===== src/rtl/hazard_ctrl.sv =====
// Hazard control for a 5-stage pipeline: load-use stalls, ID-stage branch flushes,
// data-memory wait-state freezing with a watchdog, plus saturating debug counters.
module hazard_ctrl #(
   parameter int TIMEOUT = 64,
   parameter int CNT_W   = 16
) (
   input  logic             clock,
   input  logic             reset_n,
   input  logic [4:0]       ID_Rs,
   input  logic [4:0]       ID_Rt,
   input  logic             ID_UsesRt,
   input  logic             EX_MemRead,
   input  logic [4:0]       EX_Rt,
   input  logic             Branch_Taken,
   input  logic             MEM_Access,
   input  logic             DMem_Ack,
   output logic             PC_Write,
   output logic             IF_ID_Write,
   output logic             IF_ID_Clear,
   output logic             ID_EX_Write,
   output logic             ID_EX_Clear,
   output logic             EX_MEM_Write,
   output logic             MEM_WB_Clear,
   output logic [CNT_W-1:0] Stall_Count,
   output logic [CNT_W-1:0] Flush_Count,
   output logic             Mem_Fault
);

   localparam int WD_W = $clog2(TIMEOUT);
   localparam logic [WD_W-1:0] WD_LAST = WD_W'(TIMEOUT - 1);

   typedef enum logic [1:0] {RUN, MEM_WAIT, FAULT} state_t;

   state_t           state;
   logic [WD_W-1:0]  watchdog;
   logic [CNT_W-1:0] stall_count;
   logic [CNT_W-1:0] flush_count;
   logic             mem_fault;

   logic mem_freeze;
   logic load_use;
   logic flush;
   logic stall;

   // Strobes act in the same cycle; while reset is held they show the RUN idle values.
   always_comb begin
      mem_freeze = (state == MEM_WAIT && !DMem_Ack) ||
                   (state == RUN && MEM_Access && !DMem_Ack);
      load_use   = !mem_freeze && state != FAULT && EX_MemRead && EX_Rt != 5'd0 &&
                   (EX_Rt == ID_Rs || (ID_UsesRt && EX_Rt == ID_Rt));
      flush      = state != FAULT && Branch_Taken && !load_use && !mem_freeze;
      stall      = mem_freeze || load_use;

      PC_Write     = 1'b1;
      IF_ID_Write  = 1'b1;
      IF_ID_Clear  = 1'b0;
      ID_EX_Write  = 1'b1;
      ID_EX_Clear  = 1'b0;
      EX_MEM_Write = 1'b1;
      MEM_WB_Clear = 1'b0;

      if (!reset_n) begin
         PC_Write = 1'b1;
      end else if (state == FAULT) begin
         PC_Write     = 1'b0;
         IF_ID_Write  = 1'b0;
         ID_EX_Write  = 1'b0;
         EX_MEM_Write = 1'b0;
         ID_EX_Clear  = 1'b1;
         MEM_WB_Clear = 1'b1;
      end else if (mem_freeze) begin
         PC_Write     = 1'b0;
         IF_ID_Write  = 1'b0;
         ID_EX_Write  = 1'b0;
         EX_MEM_Write = 1'b0;
         MEM_WB_Clear = 1'b1;
      end else if (load_use) begin
         PC_Write    = 1'b0;
         IF_ID_Write = 1'b0;
         ID_EX_Clear = 1'b1;
      end else if (flush) begin
         PC_Write    = 1'b1;
         IF_ID_Clear = 1'b1;
      end
   end

   // Watchdog counts completed MEM_WAIT cycles; the TIMEOUT-th unacknowledged one faults.
   always_ff @(posedge clock or negedge reset_n) begin
      if (!reset_n) begin
         state       <= RUN;
         watchdog    <= '0;
         stall_count <= '0;
         flush_count <= '0;
         mem_fault   <= 1'b0;
      end else begin
         case (state)
            RUN: begin
               if (MEM_Access && !DMem_Ack) begin
                  state    <= MEM_WAIT;
                  watchdog <= '0;
               end
            end
            MEM_WAIT: begin
               if (DMem_Ack) begin
                  state <= RUN;
               end else if (watchdog == WD_LAST) begin
                  state     <= FAULT;
                  mem_fault <= 1'b1;
               end else begin
                  watchdog <= watchdog + WD_W'(1);
               end
            end
            FAULT: begin
               state <= FAULT;
            end
            default: begin
               state <= RUN;
            end
         endcase

         if (stall && stall_count != '1) begin
            stall_count <= stall_count + CNT_W'(1);
         end
         if (flush && flush_count != '1) begin
            flush_count <= flush_count + CNT_W'(1);
         end
      end
   end

   assign Stall_Count = stall_count;
   assign Flush_Count = flush_count;
   assign Mem_Fault   = mem_fault;

endmodule

===== config.mk =====
export PLATFORM = sky130hd
export DESIGN_NAME = hazard_ctrl
export DESIGN_NICKNAME = d
export VERILOG_FILES = /design/src/rtl/hazard_ctrl.sv
export SDC_FILE = /design/constraint.sdc
export NUM_CORES = 1
export LEC_CHECK = 0
export CORE_MARGIN = 5
export CORE_UTILIZATION = 46
export CTS_BUF_LIST = sky130_fd_sc_hd__clkbuf_4
export CTS_CLUSTER_SIZE = 40
export DETAILED_ROUTE_END_ITERATION = 16
export DONT_BUFFER_PORTS = 1
export GPL_TIMING_DRIVEN = 0
export PLACE_DENSITY = 0.71
export SLEW_MARGIN = 20
export SYNTH_ARGS = -nofsm -noshare
export SYNTH_HDL_FRONTEND = slang
export SYNTH_SLANG_ARGS = --single-unit

===== constraint.sdc =====
create_clock -name clock -period 4.45 [get_ports clock]
set_input_delay 0.89 -clock clock [delete_from_list [all_inputs] [get_ports clock]]
set_output_delay 0.89 -clock clock [all_outputs]
set_load 0.05 [all_outputs]

# Yosys cells after proc, flatten, opt, wreduce, memory -nomap -nowiden

Index checks and enable logic that the tools add are counted.

Register bits: 41
Bits in latches: 0
Memory bits (writable): 0
ROM bits: 0
Input port bits: 22
Logic and storage cells: 74
Memories: 0

Add/subtract/negate cells: 3
Multipliers: 0
Divide/modulo/power cells: 0
$lt $le $gt $ge: 0
Eq/ne operators: 12
Shift-type cells: 0
Muxes and demuxes: 27
Bitwise operators: 1
Reduce and logical (&&, ||, !) cells: 26

Operators by type and width:

| kind                                                                     | number |
|---|---|
| 16-bit by 1-bit adder with 16-bit output (second input constant)         | 2 |
| 16-bit inequality test (second input constant)                           | 2 |
| 1-bit two-way mux                                                        | 19 |
| 6-bit two-way mux                                                        | 3 |
| 1-bit logical AND                                                        | 14 |
| 6-bit case mux with 2 select lines                                       | 1 |
| 5-bit == test                                                            | 2 |
| 6-bit by 1-bit adder with 6-bit output (second input constant)           | 1 |
| 6-bit == test (second input constant)                                    | 1 |
| 2-bit two-way mux                                                        | 3 |
| 2-bit inequality test (second input constant)                            | 3 |
| 2-bit case mux with 3 select lines                                       | 1 |
| 5-bit nonzero test                                                       | 1 |
| 4-bit AND reduction                                                      | 1 |
| 1-bit zero test                                                          | 3 |
| 1-bit logical OR                                                         | 3 |
| 3-bit by 2-bit inequality test with 1-bit output (second input constant) | 1 |
| 3-bit AND reduction                                                      | 1 |
| 2-bit by 1-bit == test with 1-bit output (second input constant)         | 1 |
| 2-bit == test (second input constant)                                    | 1 |
| 2-bit zero test                                                          | 1 |
| 2-bit by 1-bit inequality test with 1-bit output (second input constant) | 1 |
| 2-bit AND reduction                                                      | 1 |
| 2-bit nonzero test                                                       | 1 |
| 1-bit NOT                                                                | 1 |

# Depth between registers and ports, before layout

Word-level depth: 17
Mapped depth: 9
Depth with buffers taken out: 8

# Worst setup path after synthesis

No wires, ideal clock.

Path kind: input to output
Start point: in EX_Rt[0]
End point: out PC_Write
Arrival time: 3318 ps
Data required time: 3560 ps
Path slack: 242 ps
Stages: 7
Buffers on the path: 1
Cells stage by stage: or4_4 o21ai_4 inv_1 nand2_1 inv_1 o21ai_0 buf_4

Cells in the longest elaborated chain, start to end: 8
Elaborated cells on any way between the ends: 11
Those cells by class: 2 x eq/ne; 4 x mux; 5 x reduce/logical

RTL lines:

| what                              | RTL line | RTL |
|---|---|---|
| start, declared                   | 13       | `input logic [4:0] EX_Rt,` |
| 5-bit == test                     | 50       | `(EX_Rt == ID_Rs \|\| (ID_UsesRt && EX_Rt == ID_Rt));` |
| 1-bit logical AND                 | 50       |  |
| 1-bit logical OR                  | 50       |  |
| 1-bit logical AND *               | 49       | `load_use = !mem_freeze && state != FAULT && EX_MemRead && EX_Rt != 5'd0 &&` |
| 1-bit two-way mux * (4 in series) | -        |  |
| end, declared                     | 17       | `output logic PC_Write,` |

Every way passes the cells marked *; elsewhere a longest branch is shown, timed or not.

# Worst setup path in the final report

Start point: in EX_Rt[1]
End point: out ID_EX_Clear

Cells in the longest elaborated chain, start to end: 8
Elaborated cells on any way between the ends: 11
Those cells by class: 2 x eq/ne; 4 x mux; 5 x reduce/logical

RTL lines:

| what                | RTL line | RTL |
|---|---|---|
| 5-bit == test       | 50       |  |
| 1-bit logical AND   | 50       |  |
| 1-bit logical OR    | 50       |  |
| 1-bit logical AND * | 49       |  |
| 1-bit two-way mux * | 77       | `end else if (load_use) begin` |
| 1-bit two-way mux * | 71       | `end else if (mem_freeze) begin` |
| 1-bit two-way mux * | 64       | `end else if (state == FAULT) begin` |
| 1-bit two-way mux * | 62       | `if (!reset_n) begin` |
| end, declared       | 21       | `output logic ID_EX_Clear,` |

Marks and branches as above.

==> metrics.txt <==
required time at the worst-slack endpoint 3560 ps; Filler cells 434; final sum of negative setup slack 0 ps; largest net degree at the start of global routing 46; root buffer selected by CTS sky130_fd_sc_hd__clkbuf_4; sequential cell fraction of total power 0.639; number of optimization iterations in the first detailed-route pass 4; Clock transition at path regs 130 ps; setup clock skew after layout 9.55 ps; Sw Share 0.439; via count of the first global-routing pass 1585; initial DRC count 41; list of cells traversed by the critical path xnor2_1, nand4_1, o22ai_1, nand2_1, inv_1, a22oi_1, nor2b_1; number of vias per cell after detailed routing 5.50; type of the worst setup path input pin to output pin; row count 25; initial antenna violation count 0; power density over the cells 479 mW/mm^2; highest net fanout along the worst path 3; deepest clock path buffer count 2; internal power 636 uW; NetSw 498 uW; outcome complete, no violations; detailed-route wire length per cell 16.6 um; CP Launch Type input pin; final period utilization 0.762; initial standard-cell utilization of the core 0.470; number of gates resized after cts 0; largest voltage drop on the vdd net 0.393 mV; Total Die Area 0.00628 sq mm; count of mapped cells out of synthesis 204; routed length on met1 1860 um; Ant. Diodes 0; placer congestion estimate 0.789; storage element area 0.00103 sq mm; Global Route Usage Sum 0.155; number of I/O port buffers 0; buffer count from post-CTS setup fixing 0; number of buffers created by CTS 5; Clk network pwr share 0.222; Syn. warnings 0; net total in the final layout 238; number of sinks handled by clock tree synthesis 41; die height 79.2 um; non-filler cells, final 268; synth-to-layout area growth 7.38%; number of failing hold endpoints at the final stage 0; metal2 WL 2180 um; achievable frequency 295 MHz; type of the most critical hold path input pin to asynchronous set/reset pin; total wirelength of the detailed-routed design 4450 um; unrepaired setup endpoints after global routing no; number of different library cells in the post-synthesis netlist 41; total number of vias 1475; grt total ovfl 0; total of flip-flops plus latches after synthesis 41; Max transition margin 0.358; HPWL Detailed 3380 um; global-route wire length before repair 7670 um; latest clock arrival within the worst-skew pair 350 ps; max incr delay on CP 760 ps; Top-Level Pins 62; number of slew-limit violations in the final report 0; CTS Hold Buffers Added 0; remaining routing DRC violations 0; met3 WL 338 um; slowest stage cell, crit path sky130_fd_sc_hd__nor2b_1; number of nets in the synthesized netlist 229; CP arrival 2500 ps; Synth Cell Area 0.00220 sq mm; core outline area 0.00469 sq mm; Leak Pwr 1.08 nW; proportion of power drawn by combinational gates 0.139; Chip Width 79.2 um; fraction of the yosys area taken by sequential cells 0.465; post-route antenna net violation count 0; Clock H-tree levels 2; Setup violations, final 0; type of element capturing the critical path output pin; minimum clock period after layout 3390 ps; Max-cap violations 0; Overall Power 1.13 mW; Worst Tran Pin Value 961 ps; Cell Count Post-Placement 260; multi-input combinational cell area 0.00110 sq mm; Top Layer Used met4; layout cell share with drive strength beyond 1 0.159; per-instance average area after synthesis 10.8 sq um; clock tree from TritonCTS built
==> cells in the mapped netlist <==
cell	count	area, sq um
sky130_fd_sc_hd__a211oi_2	1	12.5
sky130_fd_sc_hd__a21oi_1	2	10.0
sky130_fd_sc_hd__a22oi_1	1	7.51
sky130_fd_sc_hd__a311oi_2	1	15.0
sky130_fd_sc_hd__and2_1	3	18.8
sky130_fd_sc_hd__and3_1	14	87.6
sky130_fd_sc_hd__and4_1	1	8.76
sky130_fd_sc_hd__buf_4	2	15.0
sky130_fd_sc_hd__buf_6	1	11.3
sky130_fd_sc_hd__buf_8	1	15.0
sky130_fd_sc_hd__dfrtp_1	41	1030
sky130_fd_sc_hd__ha_1	3	37.5
sky130_fd_sc_hd__inv_1	9	33.8
sky130_fd_sc_hd__mux2_2	4	45.0
sky130_fd_sc_hd__mux2i_1	2	20.0
sky130_fd_sc_hd__nand2_1	13	48.8
sky130_fd_sc_hd__nand2b_1	3	18.8
sky130_fd_sc_hd__nand3_1	10	50.1
sky130_fd_sc_hd__nand3_2	6	60.1
sky130_fd_sc_hd__nand4_1	11	68.8
sky130_fd_sc_hd__nand4_4	1	21.3
sky130_fd_sc_hd__nand4b_1	1	8.76
sky130_fd_sc_hd__nor2_1	12	45.0
sky130_fd_sc_hd__nor2b_1	1	6.26
sky130_fd_sc_hd__nor3_1	4	20.0
sky130_fd_sc_hd__nor3_4	1	16.3
sky130_fd_sc_hd__nor4_1	1	6.26
sky130_fd_sc_hd__o21ai_0	3	15.0
sky130_fd_sc_hd__o21ai_1	2	10.0
sky130_fd_sc_hd__o21ai_2	1	8.76
sky130_fd_sc_hd__o21ai_4	1	16.3
sky130_fd_sc_hd__o21bai_2	1	11.3
sky130_fd_sc_hd__o22a_1	1	8.76
sky130_fd_sc_hd__o22ai_1	1	6.26
sky130_fd_sc_hd__o31ai_2	1	12.5
sky130_fd_sc_hd__or2_2	1	6.26
sky130_fd_sc_hd__or3_1	1	6.26
sky130_fd_sc_hd__or4_4	1	11.3
sky130_fd_sc_hd__xnor2_1	28	245
sky130_fd_sc_hd__xnor2_2	1	16.3
sky130_fd_sc_hd__xor2_1	11	96.3
==> final timing paths <==
kind / start / end / slack (ps) / cells past startpoint
setup / recovery: EX_Rt[1] / ID_EX_Clear / 1060 / 7
hold / removal: reset_n / Flush_Count[0] / 220 / 0
hold reg to reg: watchdog[1] / watchdog[1] / 580 / 2
max in group asynchronous: reset_n / watchdog[4] / 4120 / 0
min in group clock: watchdog[1] / watchdog[1] / 580 / 2
setup reg to reg: Flush_Count[0] / Flush_Count[15] / 2010 / 8
==> metrics by stage <==
stage	worst slack, ps	area, sq um	hold WS, ps	util
floorplan	242	2200	523	-
global placement	42.2	2270	547	0.484
detailed placement	1050	2280	567	0.487
CTS	1040	2370	201	0.505
global route	884	2370	167	0.505
finish	1060	2370	216	0.505
==> per-layer routing <==
layer / GRT usage / vias to the layer above
met5: 0 / -
met4: 0.0533 / 0
met3: 0.0624 / 8
met2: 0.254 / 35
met1: 0.184 / 707
li1: - / 725
==> layout by cell type, fill, tap and decap left out, drive strengths merged, types with 2 or more instances in the layout <==
cell type | netlist | layout
a21oi | 2 | 2
nor2 | 12 | 12
mux2i | 2 | 2
nand2 | 13 | 13
nor3 | 5 | 5
clkbuf | 0 | 6
xnor2 | 29 | 29
inv | 9 | 9
buf | 4 | 6
nand2b | 3 | 3
and2 | 3 | 3
mux2 | 4 | 4
dfrtp | 41 | 41
xor2 | 11 | 11
ha | 3 | 3
nand3 | 16 | 16
o21ai | 7 | 7
and3 | 14 | 14
nand4 | 12 | 12
==> logic make-up (layout without fill, tap and decap cells) <==
logic type / count (synthesis) / count (layout) / share of synthesized area
AND/OR/NAND/NOR: 85 / 85 / 0.231
flip-flops: 41 / 41 / 0.465
XOR/XNOR: 40 / 40 / 0.162
AO/OA/AOI/OAI: 16 / 16 / 0.0607
buffers and inverters: 13 / 23 / 0.0340
multiplexers: 6 / 6 / 0.0295
adder cells (fa/ha/maj): 3 / 3 / 0.0170
==> final cells by class <==
type                    instances  share of cell area
inverters                       9              0.0143
flip-flops and latches         41               0.433
well taps                      54              0.0285
multi-input cells             150               0.466
clock inverters                 2              0.0164
repair buffers                  2             0.00476
clock buffers                   6              0.0190
plain buffers                   4              0.0174
==> critical path: cells and delay by family <==
family,cells,cell delay [ps]
buffers and inverters,1,90
AO/OA/AOI/OAI,2,310
XOR/XNOR,1,150
AND/OR/NAND/NOR,3,1040
==> power groups by stage <==
stage / Combinational, mW / Sequential, mW / Clock (mW)
after floorplan: 0.137 / 0.710 / 0
after global placement: 0.153 / 0.732 / 0
after detailed placement: 0.159 / 0.733 / 0
after CTS: 0.158 / 0.726 / 0.260
after global routing: 0.176 / 0.739 / 0.279
final: 0.157 / 0.725 / 0.252
==> flip-flops by register name, indices dropped and copies added (netlist names) <==
register / flops
Flush_Count: 16
Mem_Fault: 1
Stall_Count: 16
state: 2
watchdog: 6
Note: power is estimated with default switching activity, not from simulation.
==> variant, RTL diff (same flow settings) <==
The parameter `TIMEOUT` goes from 64 to 32.
--- a/src/rtl/hazard_ctrl.sv
+++ b/src/rtl/hazard_ctrl.sv
@@ -3,3 +3,3 @@
 module hazard_ctrl #(
-   parameter int TIMEOUT = 64,
+   parameter int TIMEOUT = 32,
    parameter int CNT_W   = 16
Formal check against the unedited RTL: no difference found for any inputs over 10 cycles, from zero or initial values and one cycle with reset_n low; that may be too few to reach the edited logic, so the function may still have changed.
==> variant against the original RTL <==
Largest cell class unchanged; sequential cell count decreased by 1; synthesized cell count increased by 4.9%; cell area decreased by 2.9%; utilization decreased by 1.1 points; power increased by 0.43%; clock skew increased by 0.0053 ns; first-iteration DRC count increased by 68%; wire length increased by 0.20%; cell count increased by 2.6%; setup slack got worse by 0.29 ns; sequential share of layout area increased by 0.21 points; synthesized area decreased by 1.1%.
==> variant: results (changes against the original RTL) <==
* Status: complete, no violations (unchanged)
* GR Util met3 at 4.99% (was 6.24%)
* Cell count after synthesis at 214 (was 204)
* Worst path slowest cell: nor4_2 (was nor2b_1)
* Cts repair resizes at 0 (unchanged)
* Synth area leaders: dfrtp_1, xor2_1, nand2_1 (was dfrtp_1, xnor2_1, xor2_1)
* Layout Cells excl Fill at 275 (was 268)
* HPWL after DPL at 3.25 mm (was 3.38 mm)
* Synth Area in XOR/XNOR at 15.3% (was 16.2%)
* Final instance area at 2300 um2 (was 2370 um2)
* Fin worst setup slack at 0.769 ns (was 1.06 ns)
* RePlAce Congestion at 0.826 (was 0.789)
* Fin nets at 247 (was 238)
* Multiplexer area fraction after synthesis at 2.35% (was 2.95%)
* Post-placement setup slack at 0.763 ns (was 1.05 ns)
* Total GRT Usage at 15.3% (was 15.5%)
* Met2 Use GR at 24.0% (was 25.4%)
* Reg2reg path depth at 6 (was 8)
* Compound-cell area share of the yosys netlist at 7.75% (was 6.07%)
* Critical-path maximum fanout at 10 (was 3)
* Largest net degree at the start of global routing at 45 (was 46)
* Wire length per cell at 16.2 um (was 16.6 um)
* Drt pass-1 iters at 4 (unchanged)
* Fin Hold WS at 0.223 ns (was 0.216 ns)
* Synth Net Count at 240 (was 229)
* Crit path DAT at 2.79 ns (was 2.50 ns)
* Iter 0 DRT Violations at 69 (was 41)
* Share of layout cells above drive strength 1 at 12.2% (was 15.9%)
* Vias in the first global route at 1539 (was 1585)
* Largest vdd supply drop at 0.218 mV (was 0.393 mV)
* Met1 usage at 20.0% (was 18.4%)
* Lkg Pwr at 1.09 nW (was 1.08 nW)
* Synth cell count leaders: dfrtp_1, xor2_1, nand2_1, nor3_1, nor2_1 (was dfrtp_1, xnor2_1, and3_1, nand2_1, nor2_1)
* Layout filler cell count at 450 (was 434)
* Post-synth EDFFs at 0 (unchanged)
* N_diodes at 0 (unchanged)
* First-pass GRT wire length at 7.57 mm (was 7.67 mm)
* Hold WC Path Type: input pin to asynchronous set/reset pin (unchanged)
* Adder-cell share of the synthesized area at 2.29% (was 1.70%)
* Slowest cell delay on critical path at 0.34 ns (was 0.76 ns)
* Worst r2r dst: Flush_Count[1] (was Flush_Count[15])
* Post-synthesis sequential area ratio at 45.9% (was 46.5%)
* Cells after DPL at 268 (was 260)
* Vias per cell at 5.75 (was 5.50)
* Distinct cells, synth at 39 (was 41)
* RR Startpoint: Flush_Count[2] (was Flush_Count[0])
* Final worst clock skew at 0.0149 ns (was 0.00955 ns)
* Actual slew at the worst max-slew pin at 1.03 ns (was 0.961 ns)
* Clock-pin slew on the worst setup and hold paths at ~0.12 ns
[variant: power by group]
group,internal [W],switching (W)
sequential,0.000432,0.000331
clock,0.0000645,0.000115
combinational,0.0000964,0.0000994
[variant: how the worst max path moves through the flow]
stage | start | endpoint | cells after the start
after floorplan | EX_Rt[3] | ID_EX_Clear | 6
after global placement | EX_Rt[3] | ID_EX_Clear | 6
after detailed placement | EX_Rt[3] | PC_Write | 7
after CTS | EX_Rt[3] | PC_Write | 7
after global routing | EX_Rt[3] | PC_Write | 7
final | EX_Rt[3] | PC_Write | 7
[variant: area by class of cell]
type,instances,area share [%]
multi-input cells,161,48.2
flip-flops and latches,40,43.5
well taps,54,2.94
clock buffers,6,1.96
plain buffers,5,1.85
inverters,8,1.31
clock inverters,1,0.218
[variant: layer usage]
metal / part of all wire [%] / up-vias / wire, um
li1: - / 765 / -
met1: 43 / 758 / 1930
met2: 47 / 52 / 2110
met3: 8.2 / 5 / 367
met4: 1.1 / 0 / 47
met5: 0 / - / 0
